`src/rtl/clock_controller_pkg.sv`:
```
// Package: clock_ctrl_pkg
// Shared types and defaults for the single-steppable CPU clock controller.
//   state_t             - 2-bit FSM state encoding, also exported on the
//                         controller's state port
//   DIV_W_DEF           - default width of the divider register and counter
//   DEBOUNCE_CYCLES_DEF - default number of stable samples for step_btn
package clock_ctrl_pkg;

  typedef enum logic [1:0] {
    ST_RUN       = 2'd0,
    ST_STEP      = 2'd1,
    ST_STEP_HIGH = 2'd2,
    ST_HALTED    = 2'd3
  } state_t;

  localparam int DIV_W_DEF           = 24;
  localparam int DEBOUNCE_CYCLES_DEF = 4;

endpackage

```
`src/rtl/clock_controller_debouncer.sv`:
```
// Module: debouncer
// Conditions the raw manual step button: 2-flop synchronizer, a stability
// counter that accepts a new level only after DEBOUNCE_CYCLES consecutive
// samples that differ from the current debounced level, and a single-cycle
// pulse on each accepted 0->1 transition.
// Ports:
//   sys_clk  in  system clock
//   rst      in  asynchronous active-high reset
//   btn      in  raw, asynchronous button level
//   step_req out one-cycle pulse per debounced press
module debouncer
  import clock_ctrl_pkg::*;
#(
  parameter int DEBOUNCE_CYCLES = DEBOUNCE_CYCLES_DEF
) (
  input  logic sys_clk,
  input  logic rst,
  input  logic btn,
  output logic step_req
);

  localparam int CNT_W = (DEBOUNCE_CYCLES > 1) ? $clog2(DEBOUNCE_CYCLES) : 1;
  localparam logic [CNT_W-1:0] CNT_LAST = CNT_W'(DEBOUNCE_CYCLES - 1);

  logic             sync_q1;
  logic             sync_q2;
  logic             level;
  logic [CNT_W-1:0] stab_cnt;

  always_ff @(posedge sys_clk or posedge rst) begin
    if (rst) begin
      sync_q1  <= 1'b0;
      sync_q2  <= 1'b0;
      level    <= 1'b0;
      stab_cnt <= '0;
      step_req <= 1'b0;
    end else begin
      sync_q1  <= btn;
      sync_q2  <= sync_q1;
      step_req <= 1'b0;
      // Any sample matching the current level breaks the run of candidates.
      if (sync_q2 == level) begin
        stab_cnt <= '0;
      end else if (stab_cnt == CNT_LAST) begin
        stab_cnt <= '0;
        level    <= sync_q2;
        // Pulse only on the rising acceptance; a release is silent.
        step_req <= sync_q2;
      end else begin
        stab_cnt <= stab_cnt + 1'b1;
      end
    end
  end

endmodule

```
`src/rtl/clock_controller.sv`:
```
// Module: clock_controller
// Generates a glitch-free, flop-driven CPU clock from sys_clk with a
// programmable divider, a manual single-step mode and a halt/resume state.
// Ports:
//   sys_clk      in  sole clock
//   rst          in  asynchronous active-high reset
//   mode         in  0 = continuous run, 1 = manual single-step
//   step_btn     in  raw manual step button
//   halt         in  CPU HLT decode level
//   resume       in  one-cycle pulse leaving HALTED
//   div_load     in  one-cycle strobe loading div_value
//   div_value    in  half-period minus one, in sys_clk cycles
//   cpu_clk      out registered CPU clock
//   cpu_clk_rise out high on the first sys_clk cycle cpu_clk is 1
//   state        out FSM state (RUN=0, STEP=1, STEP_HIGH=2, HALTED=3)
module clock_controller
  import clock_ctrl_pkg::*;
#(
  parameter int               DIV_W           = DIV_W_DEF,
  parameter int               DEBOUNCE_CYCLES = DEBOUNCE_CYCLES_DEF,
  parameter logic [DIV_W-1:0] DIV_RESET       = '0
) (
  input  logic             sys_clk,
  input  logic             rst,
  input  logic             mode,
  input  logic             step_btn,
  input  logic             halt,
  input  logic             resume,
  input  logic             div_load,
  input  logic [DIV_W-1:0] div_value,
  output logic             cpu_clk,
  output logic             cpu_clk_rise,
  output logic [1:0]       state
);

  state_t           st;
  logic [DIV_W-1:0] div_reg;
  logic [DIV_W-1:0] counter;
  logic             tc;
  logic             step_req;

  debouncer #(
    .DEBOUNCE_CYCLES(DEBOUNCE_CYCLES)
  ) u_debouncer (
    .sys_clk (sys_clk),
    .rst     (rst),
    .btn     (step_btn),
    .step_req(step_req)
  );

  // A divider reload restarts the count, so it masks the terminal count
  // for that cycle.
  assign tc    = (counter == div_reg) && !div_load;
  assign state = st;

  // Divider: counts 0..div_reg, parked at 0 while the clock is stopped so
  // that a restart always begins a full phase.
  always_ff @(posedge sys_clk or posedge rst) begin
    if (rst) begin
      div_reg <= DIV_RESET;
      counter <= '0;
    end else if (div_load) begin
      div_reg <= div_value;
      counter <= '0;
    end else if (st == ST_STEP || st == ST_HALTED || tc) begin
      counter <= '0;
    end else begin
      counter <= counter + 1'b1;
    end
  end

  // FSM and clock output flops. cpu_clk_rise is set in exactly the branches
  // that drive cpu_clk from 0 to 1, so it coincides with the first high
  // cycle without a second edge-detect stage.
  always_ff @(posedge sys_clk or posedge rst) begin
    if (rst) begin
      st           <= ST_RUN;
      cpu_clk      <= 1'b0;
      cpu_clk_rise <= 1'b0;
    end else begin
      cpu_clk_rise <= 1'b0;
      case (st)
        ST_RUN: begin
          if (tc) begin
            // Stop decisions are taken only at the end of a low phase so a
            // high phase is never cut short.
            if (cpu_clk) begin
              cpu_clk <= 1'b0;
            end else if (halt) begin
              st <= ST_HALTED;
            end else if (mode) begin
              st <= ST_STEP;
            end else begin
              cpu_clk      <= 1'b1;
              cpu_clk_rise <= 1'b1;
            end
          end
        end
        ST_STEP: begin
          cpu_clk <= 1'b0;
          if (halt) begin
            st <= ST_HALTED;
          end else if (step_req) begin
            st           <= ST_STEP_HIGH;
            cpu_clk      <= 1'b1;
            cpu_clk_rise <= 1'b1;
          end else if (!mode) begin
            st <= ST_RUN;
          end
        end
        ST_STEP_HIGH: begin
          // step_req is not looked at here, so presses during the pulse
          // are discarded.
          if (tc) begin
            cpu_clk <= 1'b0;
            st      <= ST_STEP;
          end
        end
        ST_HALTED: begin
          cpu_clk <= 1'b0;
          if (resume && !halt) begin
            st <= mode ? ST_STEP : ST_RUN;
          end
        end
      endcase
    end
  end

endmodule

```
`config.mk`:
```
export PLATFORM = sky130hd
export DESIGN_NAME = clock_controller
export DESIGN_NICKNAME = d
export VERILOG_FILES = /design/src/rtl/clock_controller_pkg.sv /design/src/rtl/clock_controller_debouncer.sv /design/src/rtl/clock_controller.sv
export SDC_FILE = /design/constraint.sdc
export NUM_CORES = 1
export LEC_CHECK = 0
export CORE_MARGIN = 1.5
export CORE_UTILIZATION = 46
export DETAILED_ROUTE_END_ITERATION = 16
export GPL_ROUTABILITY_DRIVEN = 0
export PLACE_DENSITY = 0.77
export SYNTH_ARGS = -nofsm -noshare
export SYNTH_HDL_FRONTEND = slang
export SYNTH_SLANG_ARGS = --single-unit
```
`constraint.sdc`:
```
create_clock -name sys_clk -period 3.5 [get_ports sys_clk]
set_input_delay 0.35 -clock sys_clk [delete_from_list [all_inputs] [get_ports sys_clk]]
set_output_delay 0.35 -clock sys_clk [all_outputs]
set_load 0.02 [all_outputs]
```
# Word-level counts from Yosys, hierarchy flattened

Cells that the tools add are included.

Bits in registers: 58
Input port bits: 31
Word-level logic and storage cells: 62

$add $sub $neg: 2
Reductions and logical operators: 10
Muxes and demuxes: 27
Equal/unequal tests: 12
Bitwise logic cells: 1

Operators with widths:

| kind                                                 | number |
|---|---|
| 2-to-1 mux 24 bit                                    | 2 |
| adder 24 x 1 -> 24 bit (second input constant)       | 1 |
| equality test 24 bit                                 | 1 |
| 2-to-1 mux 2 bit                                     | 11 |
| 2-to-1 mux 1 bit                                     | 11 |
| one-hot mux 2 bit (4 select lines)                   | 1 |
| equality test 2 bit (second input constant)          | 3 |
| != test 2 bit (second input constant)                | 3 |
| AND reduction 6 bit                                  | 1 |
| != test 4 x 3 -> 1 bit (second input constant)       | 1 |
| one-hot mux 1 bit (4 select lines)                   | 1 |
| AND reduction 2 bit                                  | 2 |
| != test 3 bit (second input constant)                | 1 |
| adder 2 x 1 -> 2 bit (second input constant)         | 1 |
| equality test 2 x 1 -> 1 bit (second input constant) | 1 |
| logical AND 1 bit                                    | 2 |
| logical NOT 1 bit                                    | 2 |
| logical NOT 2 bit                                    | 1 |
| logical OR 1 bit                                     | 2 |
| != test 2 x 1 -> 1 bit (second input constant)       | 1 |
| one-hot mux 1 bit (2 select lines)                   | 1 |
| equality test 1 bit                                  | 1 |
| NOT 1 bit                                            | 1 |

# Logic depth before layout (Yosys ltp)

Gate-level depths: netlist of the first run.

Word-level depth: 5
Depth in mapped cells: 6
Depth with buffers taken out: 6

# Cells and area by module

Synthesis of the first run repeated with hierarchy kept, for this count alone.

Cell total of the unflattened synthesis: 243
Area, all modules: 2796.4 µm²

By module, submodules not included:

| module           | times used | area an instance (µm²) | cells an instance | seq. area each (µm²) |
|---|---|---|---|---|
| clock_controller | 1          | 2583.7                 | 230               | 1301.2 |
| debouncer        | 1          | 212.7                  | 13                | 150.1 |

# Worst setup path before layout of the first run

Ideal clock, no wire load.

Path type: register -> register
Start: reg counter[15]
End: reg st[1], in the netlist state[1]
Path slack: 1.695 ns
Arrival time: 1.677 ns
Path buffers: 0
Clock period less this slack: 1.805 ns
Cell stages (with the launch flop): 6
Cell sequence: dfrtp_1 > xor2_1 > nor4_1 > nand4_1 > o41ai_2 > mux2_1

Longest elaborated chain between the ends: 4

Ends and longest elaborated chain:

| what                              | RTL line                | source |
|---|---|---|
| start: declaration                | clock_controller.sv:38  | `logic [DIV_W-1:0] counter;` |
| start signal: assignment          | clock_controller.sv:68  | `counter <= counter + 1'b1;` |
| equality test 24 bit (*)          | clock_controller.sv:53  | `assign tc = (counter == div_reg) && !div_load;` |
| logical AND 1 bit (*)             | clock_controller.sv:53  |  |
| != test 2 bit (no line)           | --                      |  |
| AND reduction 6 bit (no line) (*) | --                      |  |
| end signal: assignment            | clock_controller.sv:122 | `st <= mode ? ST_STEP : ST_RUN;` |
| end: declaration                  | clock_controller.sv:36  | `state_t st;` |

Mark *: on every way between the ends. The rest lies on a longest branch, timed or not.
A chain may end at the register's enable or synchronous reset.

# Worst setup path in the final report of the first run

Start: reg counter[15]
End: reg counter[8]

Longest elaborated chain between the ends: 5

Ends and longest elaborated chain:

| what                 | RTL line               | source |
|---|---|---|
| equality test 24 bit | clock_controller.sv:53 |  |
| logical AND 1 bit    | clock_controller.sv:53 |  |
| logical OR 1 bit     | clock_controller.sv:65 | `end else if (st == ST_STEP \|\| st == ST_HALTED \|\| tc) begin` |
| 2-to-1 mux 24 bit    | clock_controller.sv:65 |  |
| 2-to-1 mux 24 bit    | clock_controller.sv:62 | `end else if (div_load) begin` |

Every way passes these cells.

==> impl_metrics.json, run 1 <==
{
  "drc": 0,
  "synthCells": 244,
  "post_cts_resize_count": 0,
  "antenna_found_initial": 0,
  "nets": 318,
  "finalPower_mw": 1.70,
  "crit_fanout": 24,
  "power_density_nw_per_um2": 508,
  "yosysTopAreaCellShare": 0.527,
  "first_global_vias": 1947,
  "gr-total-overflow": 0,
  "cts_buffer_depth": 2,
  "syn_area_per_cell_um2": 11.3,
  "placement.io_buffers": 34,
  "cts_made_buffers": 9,
  "firstDrtPassIters": 4,
  "vdd_drop_max_uv": 278,
  "fin_crit_sh": 0.667,
  "dp_hpwl_mm": 3.70,
  "rsz0062_at_grt": "no",
  "path_clk_slew_ns": 0.06,
  "cts.sink_count": 58,
  "vias": 1883,
  "worst_pin_slew_ns": 1.03,
  "final-max-slew-violation-count": 0,
  "row_count": 27,
  "ios": 35,
  "clock_latency_ns": 0.34,
  "post-place-ws_ns": 1.14,
  "period_needed_ns": 2.34,
  "max_freq_mhz": 428,
  "drt_iter0_drc": 112,
  "holdWs_ns": 0.305,
  "dieHeight_um": 80.4,
  "htree_levels": 3,
  "post_cts_buffers": 0,
  "synth-main-ff-cell": "dfrtp_1",
  "flow.area_growth_from_synthesis_pct": 21.8,
  "grt_pass1_wl_mm": 8.66,
  "cts_tree": "done",
  "start_kind": "flop",
  "cts_root_buf": "clkbuf_8",
  "tns_ns": 0,
  "r2r-start": "counter[15]",
  "die_w_um": 80.4,
  "viasPerCell": 5.23,
  "worstPathArrival_ns": 2.51,
  "synthArstFlopShare": 1.00,
  "cap_violations": 0,
  "finalSetupViolCount": 0,
  "dieArea_um2": 6460,
  "synth_edf_count": 0,
  "placed_cell_area_um2": 3160,
  "yosysWarnings": 0,
  "dp_cells": 346,
  "path_class": "reg2reg",
  "drive_gt1_frac": 0.163,
  "startpoint": "counter[15]",
  "ys_seq_elements": 58,
  "fillers": 470,
  "ant_nets": 0,
  "wl_per_cell_um": 14.3,
  "required_ns": 3.68,
  "synthTopCellsByArea": "dfrtp_1 53%, mux2_2 10%, xor2_1 9.5%, xnor2_1 5.4%, nor2_1 4.8%",
  "syn-num-nets": 277,
  "synthDistinctLibCells": 32,
  "endpoint_kind": "flop",
  "routed_wl_mm": 5.14,
  "fp.coreArea_um2": 5640,
  "start_util": 0.488,
  "grt_usage": 0.183,
  "num_antenna_cells": 0,
  "slew_headroom": 0.308,
  "hold_viol": 0,
  "worst_slack_ns": 1.16,
  "grt_max_degree": 43,
  "cts_hold_buf": 0,
  "finalClockSkew_ns": 0.00867,
  "ys_seq_area_frac": 0.527,
  "syn_area_um2": 2750,
  "leakagePower_nw": 1.44,
  "fin_util": 0.594,
  "status": "complete, no violations",
  "synth_area_leader_cell": "dfrtp_1",
  "worstHoldPathType": "in2async",
  "final_cell_area_um2": 3350,
  "fin_cells": 360
}
-- synth_stat cells (2+ instances only) --
cell	n
xnor2_1	17
inv_1	10
buf_2	2
nor4_1	7
nor3_1	11
nand2_1	9
ha_1	2
dfrtp_1	58
nand3_1	7
nor2_1	35
a21oi_1	4
and4_1	3
o21ai_0	3
xor2_1	30
mux2_2	25
nand4_1	4
clkbuf_1	2
-- where the power goes --
part           internal [mW]  switching (mW)
clock                  0.357           0.240
combinational          0.151           0.143
sequential             0.740          0.0740
total                   1.25           0.457
-- layout by cell type (no fill, tap or decap), drive strengths merged --
| cell | instances |
|---|---|
| clkinv | 2 |
| a21oi | 4 |
| and3 | 1 |
| and4 | 4 |
| nor2 | 35 |
| o21ai | 3 |
| nand3 | 8 |
| o2bb2ai | 1 |
| ha | 2 |
| nor4b | 1 |
| bufinv | 1 |
| nand4 | 5 |
| nand2 | 9 |
| clkdlybuf4s50 | 34 |
| nor2b | 1 |
| nor4 | 7 |
| nor3 | 11 |
| o211ai | 1 |
| dfrtp | 58 |
| xnor2 | 17 |
| clkbuf | 11 |
| mux2 | 26 |
| xor2 | 30 |
| buf | 2 |
| nand2b | 1 |
| inv | 10 |
| and2 | 1 |
| a211o | 1 |
| o41ai | 1 |
-- per-layer routing --
| metal | global-route usage | vias up | routed length, µm |
|---|---|---|---|
| met2 | 0.295 | 49 | 2400 |
| li1 | - | 912 | - |
| met4 | 0.0914 | 0 | 135 |
| met1 | 0.218 | 910 | 2370 |
| met5 | 0 | - | 0 |
| met3 | 0.0614 | 12 | 238 |
-- critical path, stage by stage (launching register included) --
cell      delay [ns]
dfrtp_1         0.46
xor2_1          0.20
nor4_1          0.30
nand4_1         0.21
o211ai_2        0.88
nor2_1          0.13
-- kinds of logic (layout without fill, tap and decap cells) --
| group | after synthesis | count (layout) | synth area share |
|---|---|---|---|
| AOI/OAI and AO/OA | 11 | 11 | 0.0295 |
| xor gates and xnor gates | 47 | 47 | 0.150 |
| adders and majority gates | 2 | 2 | 0.00909 |
| buffers and inverters | 16 | 60 | 0.0268 |
| DFF | 58 | 58 | 0.527 |
| muxes | 26 | 26 | 0.106 |
| and+or+nand+nor | 84 | 84 | 0.151 |
-- layout make-up --
| class | instances | area (µm²) | area share |
|---|---|---|---|
| inverters | 10 | 37.5 | 0.0112 |
| clock buffers | 11 | 151 | 0.0451 |
| well taps | 72 | 90.1 | 0.0269 |
| flip-flops and latches | 58 | 1450 | 0.433 |
| repair buffers | 36 | 355 | 0.106 |
| clock inverters | 3 | 40.0 | 0.0119 |
| multi-input cells | 170 | 1230 | 0.366 |
-- path summary, 6_finish.rpt --
kind | slack, ns | end | cells after the start
max in group asynchronous | 2.35 | div_reg[1] | 3
min in group sys_clk | 0.35 | u_debouncer.sync_q2 | 0
setup reg to reg | 1.16 | counter[8] | 5
setup / recovery | 1.16 | counter[8] | 5
hold reg to reg | 0.35 | u_debouncer.sync_q2 | 0
hold / removal | 0.31 | u_debouncer.sync_q1 | 2
Power figures use the tool's default switching activity.
==> run 2, diff against run 1 <==
clock period = 2.2 ns   (was 3.5 ns; I/O delays follow)
==> run 2 against run 1 <==
Against the previous run: via count down 2.0%; sequential share of layout area decreased by 0.18 points; count of clock-buffer cells in the layout is 1 higher; core utilization up 0.24 points; global-route usage is 0.25 points higher; wire length is 0.12% lower; clock power increased by 56%; critical path depth did not move; register-to-register slack got worse by 0.96 ns; combinational power grew 62%; critical path type unchanged; largest power group unchanged.
==> impl_metrics.json, run 2 (same netlist as run 1, synthesis figures left out) <==
{
  "cap_violations": 0,
  "hold_viol": 0,
  "cts_hold_buf": 0,
  "fp.coreArea_um2": 5640,
  "path_clk_slew_ns": 0.06,
  "cts_tree": "done",
  "start_kind": "flop",
  "num_antenna_cells": 0,
  "cts_made_buffers": 9,
  "finalSetupViolCount": 0,
  "status": "complete, no violations",
  "r2r_end": "state[1]",
  "vdd_drop_max_uv": 439,
  "post_cts_resize_count": 0,
  "r2r_cells": 5,
  "leakagePower_nw": 1.45,
  "ant_nets": 0,
  "cp_slowest_cell": "dfrtp_1",
  "layout_common_cells": "58 x dfrtp_1, 35 x nor2_1, 34 x clkdlybuf4s50_1, 30 x xor2_1, 25 x mux2_2",
  "vias": 1846,
  "flow.area_growth_from_synthesis_pct": 22.3,
  "htree_levels": 3,
  "die_w_um": 80.4,
  "drive_gt1_frac": 0.162,
  "grt_pass1_wl_mm": 8.75,
  "path_class": "reg2reg",
  "cts_buffer_depth": 2,
  "placed_cell_area_um2": 3180,
  "antenna_found_initial": 0,
  "r2r-start": "counter[15]",
  "crit_chain": "xor2_1 -> nor4_1 -> nand4_1 -> o41ai_2 -> mux2_1",
  "crit_fanout": 6,
  "dp_hpwl_mm": 3.68,
  "gr-total-overflow": 0,
  "first_global_vias": 1849,
  "rsz0062_at_grt": "no",
  "worstHoldPathType": "in2async",
  "mostFrequentLayoutCell": "dfrtp_1",
  "row_count": 27,
  "tns_ns": 0,
  "endpoint_kind": "flop",
  "fin_crit_sh": 0.906,
  "rrSetupSlack_ns": 0.21,
  "dieArea_um2": 6460,
  "grt_usage": 0.186,
  "max_stage_delay_ns": 0.45,
  "cts_root_buf": "clkbuf_8",
  "firstDrtPassIters": 4,
  "max_freq_mhz": 502,
  "nets": 319,
  "final_cell_area_um2": 3370,
  "period_needed_ns": 1.99,
  "clock_latency_ns": 0.33,
  "wl_per_cell_um": 14.2,
  "worstPathArrival_ns": 2.21,
  "routed_wl_mm": 5.13,
  "slew_headroom": 0.741,
  "ios": 35,
  "required_ns": 2.41,
  "post_cts_buffers": 0,
  "dieHeight_um": 80.4,
  "start_util": 0.488,
  "placement.io_buffers": 34,
  "viasPerCell": 5.10,
  "cts.sink_count": 58,
  "drc": 0,
  "final-max-slew-violation-count": 0,
  "worst_pin_slew_ns": 0.385,
  "power_density_nw_per_um2": 804,
  "finalClockSkew_ns": 0.00536,
  "grt_max_degree": 59,
  "finalPower_mw": 2.71,
  "drt_iter0_drc": 117
}
==> run 2: cell count changes in the layout (fill, tap and decap cells not counted), sizes merged <==
cell and delta:
buf +1, clkbuf +1
==> run 2: power by group <==
part | switching (mW) | total (mW) | internal (mW) | leakage (nW)
combinational | 0.230 | 0.479 | 0.248 | 0.610
clock | 0.386 | 0.930 | 0.544 | 0.0962
sequential | 0.121 | 1.30 | 1.18 | 0.743
total | 0.737 | 2.71 | 1.97 | 1.45
==> run 2: worst max path at each step <==
stage                          end   startpoint  slack [ns]
after detailed placement  state[1]   counter[1]        0.22
after global routing       cpu_clk  counter[15]        0.04
after global placement    state[1]   counter[1]        0.30
after CTS                 state[1]   counter[1]        0.20
final                     state[1]  counter[15]        0.21
after floorplan           state[1]  counter[15]        0.40
==> run 2: area by class of cell <==
cell class	count	area (µm²)
Multi-Input combinational cell	170	1230
Clock buffer	12	145
Inverter	10	37.5
Clock inverter	3	40.0
Tap cell	72	90.1
Sequential cell	58	1450
Timing Repair Buffer	37	375
Fill cell	460	2270
==> run 2: per-stage QoR <==
step                 util  setup WS [ns]  hold WS [ns]  std cells
floorplan               -          0.395         0.251        244
global placement    0.564          0.296         0.333        347
detailed placement  0.564          0.220         0.344        347
CTS                 0.597          0.202         0.263        362
global route        0.597         0.0390         0.268        362
finish              0.597          0.207         0.257        362
==> run 2: worst max-delay path, delay by kind of cell (launching register included) <==
| kind | cells | cell delay [ns] |
|---|---|---|
| AO/OA/AOI/OAI | 1 | 0.37 |
| XOR/XNOR | 1 | 0.18 |
| flip-flops | 1 | 0.45 |
| multiplexers | 1 | 0.36 |
| AND/OR/NAND/NOR | 2 | 0.52 |
==> run 2: layer usage <==
metal	GRT usage	vias to the layer above	wire, µm
met5	0	-	0
met4	0.105	0	155
met3	0.0557	13	245
met2	0.271	42	2350
met1	0.245	884	2390
li1	-	907	-
